$ cat src/rtl/program_loader_pkg.sv
// Shared definitions for the program loader and the fetch stage:
// loader FSM state encoding and the default instruction memory capacity.
package program_loader_pkg;

    localparam int unsigned DEFAULT_MAX_WORDS = 256;

    typedef enum logic [2:0] {
        LEN_HI,
        LEN_LO,
        DATA,
        DONE,
        ERROR
    } loaderState_t;

endpackage

$ cat src/rtl/word_assembler.sv
// Shifts serial bytes (MSB first) into a 32-bit instruction word and
// flags the transfer that completes each word.
module word_assembler (
    input  logic        clock,
    input  logic        reset_n,
    input  logic        clear,
    input  logic        shiftEn,
    input  logic [7:0]  byteIn,
    output logic        wordComplete,
    output logic [31:0] wordOut
);

    logic [23:0] shiftReg;
    logic [1:0]  byteCount;

    always_ff @(posedge clock or negedge reset_n) begin
        if (!reset_n) begin
            shiftReg  <= '0;
            byteCount <= '0;
        end else if (clear) begin
            shiftReg  <= '0;
            byteCount <= '0;
        end else if (shiftEn) begin
            shiftReg  <= {shiftReg[15:0], byteIn};
            byteCount <= byteCount + 2'd1;
        end
    end

    // Only the first three bytes are stored; the fourth is taken straight
    // from the input so the word is complete on the accepting transfer.
    assign wordComplete = shiftEn && (byteCount == 2'd3);
    assign wordOut      = {shiftReg, byteIn};

endmodule

$ cat src/rtl/program_loader.sv
// Serial program loader: 16-bit big-endian word count, then N 32-bit words
// written sequentially to instruction memory starting at BASE_ADDR.
module program_loader
    import program_loader_pkg::*;
#(
    parameter int unsigned MAX_WORDS = DEFAULT_MAX_WORDS,
    parameter logic [31:0] BASE_ADDR = 32'h0
) (
    input  logic        clock,
    input  logic        reset_n,
    input  logic        start,
    input  logic [7:0]  byte_in,
    input  logic        byte_valid,
    output logic        byte_ready,
    output logic        memWrite,
    output logic [31:0] memAddr,
    output logic [31:0] memData,
    output logic        programLoaded,
    output logic        loadError
);

    loaderState_t state;
    logic [7:0]   lenHi;
    logic [15:0]  lenWords;
    logic [15:0]  wordCount;
    logic [31:0]  nextAddr;
    logic         take;
    logic         restart;
    logic         wordComplete;
    logic [31:0]  wordOut;

    assign byte_ready = (state == LEN_HI) || (state == LEN_LO) || (state == DATA);
    assign take       = byte_valid && byte_ready;
    assign restart    = start && ((state == DONE) || (state == ERROR));

    word_assembler assembler (
        .clock        (clock),
        .reset_n      (reset_n),
        .clear        (restart),
        .shiftEn      (take && (state == DATA)),
        .byteIn       (byte_in),
        .wordComplete (wordComplete),
        .wordOut      (wordOut)
    );

    always_ff @(posedge clock or negedge reset_n) begin
        if (!reset_n) begin
            state         <= LEN_HI;
            lenHi         <= '0;
            lenWords      <= '0;
            wordCount     <= '0;
            nextAddr      <= BASE_ADDR;
            memWrite      <= 1'b0;
            memAddr       <= BASE_ADDR;
            memData       <= '0;
            programLoaded <= 1'b0;
            loadError     <= 1'b0;
        end else begin
            memWrite <= 1'b0;
            case (state)
                LEN_HI: begin
                    if (take) begin
                        lenHi <= byte_in;
                        state <= LEN_LO;
                    end
                end
                LEN_LO: begin
                    if (take) begin
                        lenWords <= {lenHi, byte_in};
                        if ({lenHi, byte_in} == 16'd0) begin
                            state         <= DONE;
                            programLoaded <= 1'b1;
                        end else if (32'({lenHi, byte_in}) > MAX_WORDS) begin
                            state     <= ERROR;
                            loadError <= 1'b1;
                        end else begin
                            state <= DATA;
                        end
                    end
                end
                DATA: begin
                    // memAddr/memData only move with the strobe, so they stay
                    // stable between writes; nextAddr tracks the upcoming slot.
                    if (wordComplete) begin
                        memWrite  <= 1'b1;
                        memData   <= wordOut;
                        memAddr   <= nextAddr;
                        nextAddr  <= nextAddr + 32'd4;
                        wordCount <= wordCount + 16'd1;
                        if (wordCount + 16'd1 == lenWords) begin
                            state         <= DONE;
                            programLoaded <= 1'b1;
                        end
                    end
                end
                DONE, ERROR: begin
                    if (start) begin
                        state         <= LEN_HI;
                        programLoaded <= 1'b0;
                        loadError     <= 1'b0;
                        wordCount     <= '0;
                        memAddr       <= BASE_ADDR;
                        nextAddr      <= BASE_ADDR;
                    end
                end
                default: state <= LEN_HI;
            endcase
        end
    end

endmodule

$ cat config.mk
export PLATFORM = sky130hd
export DESIGN_NAME = program_loader
export DESIGN_NICKNAME = d
export VERILOG_FILES = /design/src/rtl/program_loader_pkg.sv /design/src/rtl/word_assembler.sv /design/src/rtl/program_loader.sv
export SDC_FILE = /design/constraint.sdc
export NUM_CORES = 1
export LEC_CHECK = 0
export ABC_AREA = 0
export CAP_MARGIN = 5
export CORE_MARGIN = 3
export CORE_UTILIZATION = 48
export CTS_CLUSTER_DIAMETER = 40
export CTS_CLUSTER_SIZE = 10
export DETAILED_ROUTE_END_ITERATION = 10
export HOLD_SLACK_MARGIN = 0.1
export PLACE_DENSITY = 0.78
export SLEW_MARGIN = 20
export SYNTH_ARGS = -nofsm -noshare
export SYNTH_HDL_FRONTEND = slang
export SYNTH_SLANG_ARGS = --single-unit
$ cat constraint.sdc
create_clock -name clock -period 2.7 [get_ports clock]
set_input_delay 0.675 -clock clock [delete_from_list [all_inputs] [get_ports clock]]
set_output_delay 0.675 -clock clock [all_outputs]
set_load 0.01 [all_outputs]
==> impl_metrics.py <==
metrics = {
    "drt": {
        "routed_via_density": 5.54,
        "dr.pass1.iters": 5,
        "routedWlPerCell_um": 16.4,
        "vias": 5939,
        "ant_nets": 0,
        "drt_wl_total_mm": 17.5,
        "drc_errors": 0,
        "drt_iter0_markers": 411,
    },
    "clock_network": {
        "clock_latency_ns": 0.44,
        "clk_pin_slew_ns": 0.07,
        "cts_buffer_depth": 2,
        "postCtsHoldBufs": 0,
        "clock_sinks": 165,
        "cts_buffers": 17,
        "ctsResizeCount": 0,
        "htree_levels": 4,
        "cts-root-buf": "clkbuf_16",
        "cts_tree": "yes",
        "cts_setup_buffers": 0,
    },
    "finish": {
        "most-common-layout-cells": "nand2_1 (181), dfrtp_1 (165), clkdlybuf4s50_1 (78)",
        "final_nets": 863,
        "antenna_cells": 0,
        "final_common_cell": "nand2_1",
        "fin_area_um2": 9300,
        "drive_gt1_share_pct": 12.8,
        "synthToLayoutAreaGrowth_pct": 23.4,
    },
    "logic_synthesis": {
        "yosys_warnings": 0,
        "yosysTopAreaCell": "dfrtp_1",
        "synth_top_area_share_pct": 54.8,
        "synthArstFlopShare_pct": 100,
        "syn_area_um2": 7540,
        "syn_area_per_cell_um2": 9.92,
        "syn_inst": 760,
        "ys.flop_type": "dfrtp_1",
        "synth.distinct_cells": 61,
        "synth_seq_area_share_pct": 54.8,
        "ys_top_cells_by_area": "dfrtp_1 (55%), nand2_1 (9.1%), xnor2_1 (3.7%)",
        "ys_ff_latch": 165,
        "syn_nets": 775,
        "synth_edf_count": 0,
    },
    "sta": {
        "fin_skew_ns": 0.00844,
        "period_minus_slack_ns": 2.52,
        "hold_violations": 0,
        "fmax_mhz": 397,
        "slew_viol_final": 0,
        "tightestPinTransition_ns": 0.582,
        "rsz0062_at_grt": "false",
        "finalSetupTns_ns": 0,
        "setup_viol": 0,
        "slew_headroom_pct": 61.2,
        "period_share_pct": 93.2,
    },
    "grt": {
        "antenna_found_initial": 0,
        "grt_use_total_pct": 21.2,
        "grt_pass1_vias": 5876,
        "grt_overflow": 0,
        "grt_first_pass_wirelength_mm": 30.0,
        "grt_max_degree": 63,
    },
    "hold_path": {
        "hold_class": "input pin to asynchronous set/reset pin",
    },
    "worst_setup_path": {
        "critical-path-slowest-cell": "clkdlybuf4s50_1",
        "cp_cell_sequence": "a21oi_1 -> clkdlybuf4s50_1",
        "cp_max_fo": 13,
        "cpPeakStageDelay_ns": 0.59,
        "cp_data_required_time_ns": 2.03,
        "critPathLaunchType": "register",
        "critPathKind": "register to output port",
        "end_kind": "output port",
        "cp_data_arrival_time_ns": 1.84,
    },
    "place": {
        "portBuffers": 79,
        "dpl.hpwl_mm": 11.4,
        "place.gp.congestion": 0.852,
        "dpl-instance-area_um2": 8690,
    },
    "floorplan": {
        "core_area_um2": 15300,
        "dieArea_um2": 17200,
        "io_pins": 80,
        "die_h_um": 131,
        "rows": 45,
        "initial_core_util_pct": 49.4,
        "die_x_um": 131,
    },
    "pwr": {
        "leakagePower_nw": 4.13,
        "p_per_area_nw_per_um2": 729,
        "ir_worst_vdd_v": 0.000483,
        "total_power_mw": 6.78,
    },
    "outcome": {
        "status": "complete, no violations",
    },
    "run": {
        "drv_cap": 0,
    },
}
## per-layer routing
metal / track usage, % / routed length (µm) / vias up / part of all wire, %
li1: - / - / 2801 / -
met1: 30.4 / 8290 / 2917 / 47
met2: 31.9 / 8040 / 199 / 46
met4: 8.23 / 321 / 0 / 1.8
met5: 0 / 0 / - / 0
met3: 4.36 / 880 / 22 / 5.0
## cell type report
class	count	area [µm²]
clock inverter	14	144
fill	1203	5960
timing repair buffer	114	1100
sequential	165	4130
clock buffer	18	439
multi-input combinational	536	3160
inverter	14	52.6
tap	211	264
## final timing paths
check / startpoint / to / cells past startpoint / slack (ns)
setup / recovery: state[1] / byte_ready / 2 / 0.18
hold / removal: reset_n / memData[5] / 1 / 0.17
setup reg to reg: wordCount[1] / state[0] / 8 / 0.23
hold reg to reg: assembler.shiftReg[16] / memData[24] / 2 / 0.47
max in group asynchronous: reset_n / memAddr[31] / 2 / 1.83
min in group clock: assembler.shiftReg[16] / memData[24] / 2 / 0.47
## synth_stat cells, drive strengths merged, types with 2 or more instances
cell     number
a2111oi       2
a21o          2
a21oi        44
a22o         28
a311oi        2
a31oi         5
and2          4
and3          5
and4          6
buf          21
clkbuf       24
dfrtp       165
ha            3
inv          14
mux2         23
nand2       182
nand2b        4
nand3        15
nand3b        5
nand4         9
nor2         45
nor2b         4
nor3         22
nor3b         2
nor4          8
o2111ai       3
o211ai        4
o21ai        36
o22ai         2
o31ai         4
o41ai         2
or3          10
xnor2        32
xor2         11
## sequential cells by signal, summed over array words and instances (netlist names), 2 cells and up
signal / count
nextAddr: 30
assembler.byteCount: 2
assembler.shiftReg: 24
state: 3
memData: 32
wordCount: 16
memAddr: 31
lenWords: 16
lenHi: 8
## critical path: cells and delay by family (launching register included)
family,cells,cell delay (ns)
AO/OA/AOI/OAI,1,0.30
buffers and inverters,1,0.59
flip-flops,1,0.52
## where the power goes
part	switching [mW]	internal [mW]	leakage (nW)
Sequential	0.356	2.81	2.24
Clock	1.08	1.32	0.268
Combinational	0.618	0.598	1.62
## logic make-up after synthesis
kind of cell | count (synthesis) | synth area share, %
XOR/XNOR | 43 | 5.00
AO/OA/AOI/OAI | 143 | 12.6
AND/OR/NAND/NOR | 323 | 20.1
multiplexers | 24 | 3.57
adder cells (fa/ha/maj) | 3 | 0.498
buffers and inverters | 59 | 3.45
flip-flops | 165 | 54.8
## through the flow
| step | cells | hold WS, ns | worst slack, ns | utilization, % |
|---|---|---|---|---|
| finish | 1072 | 0.174 | 0.184 | 60.9 |
| CTS | 1071 | 0.177 | 0.185 | 60.8 |
| floorplan | 760 | 0.379 | 0.528 | - |
| global placement | 1039 | 0.454 | -0.0609 | 57.0 |
| detailed placement | 1039 | 0.455 | -0.128 | 57.0 |
| global route | 1072 | 0.199 | 0.0138 | 60.9 |
Power figures use the tool's default switching activity.
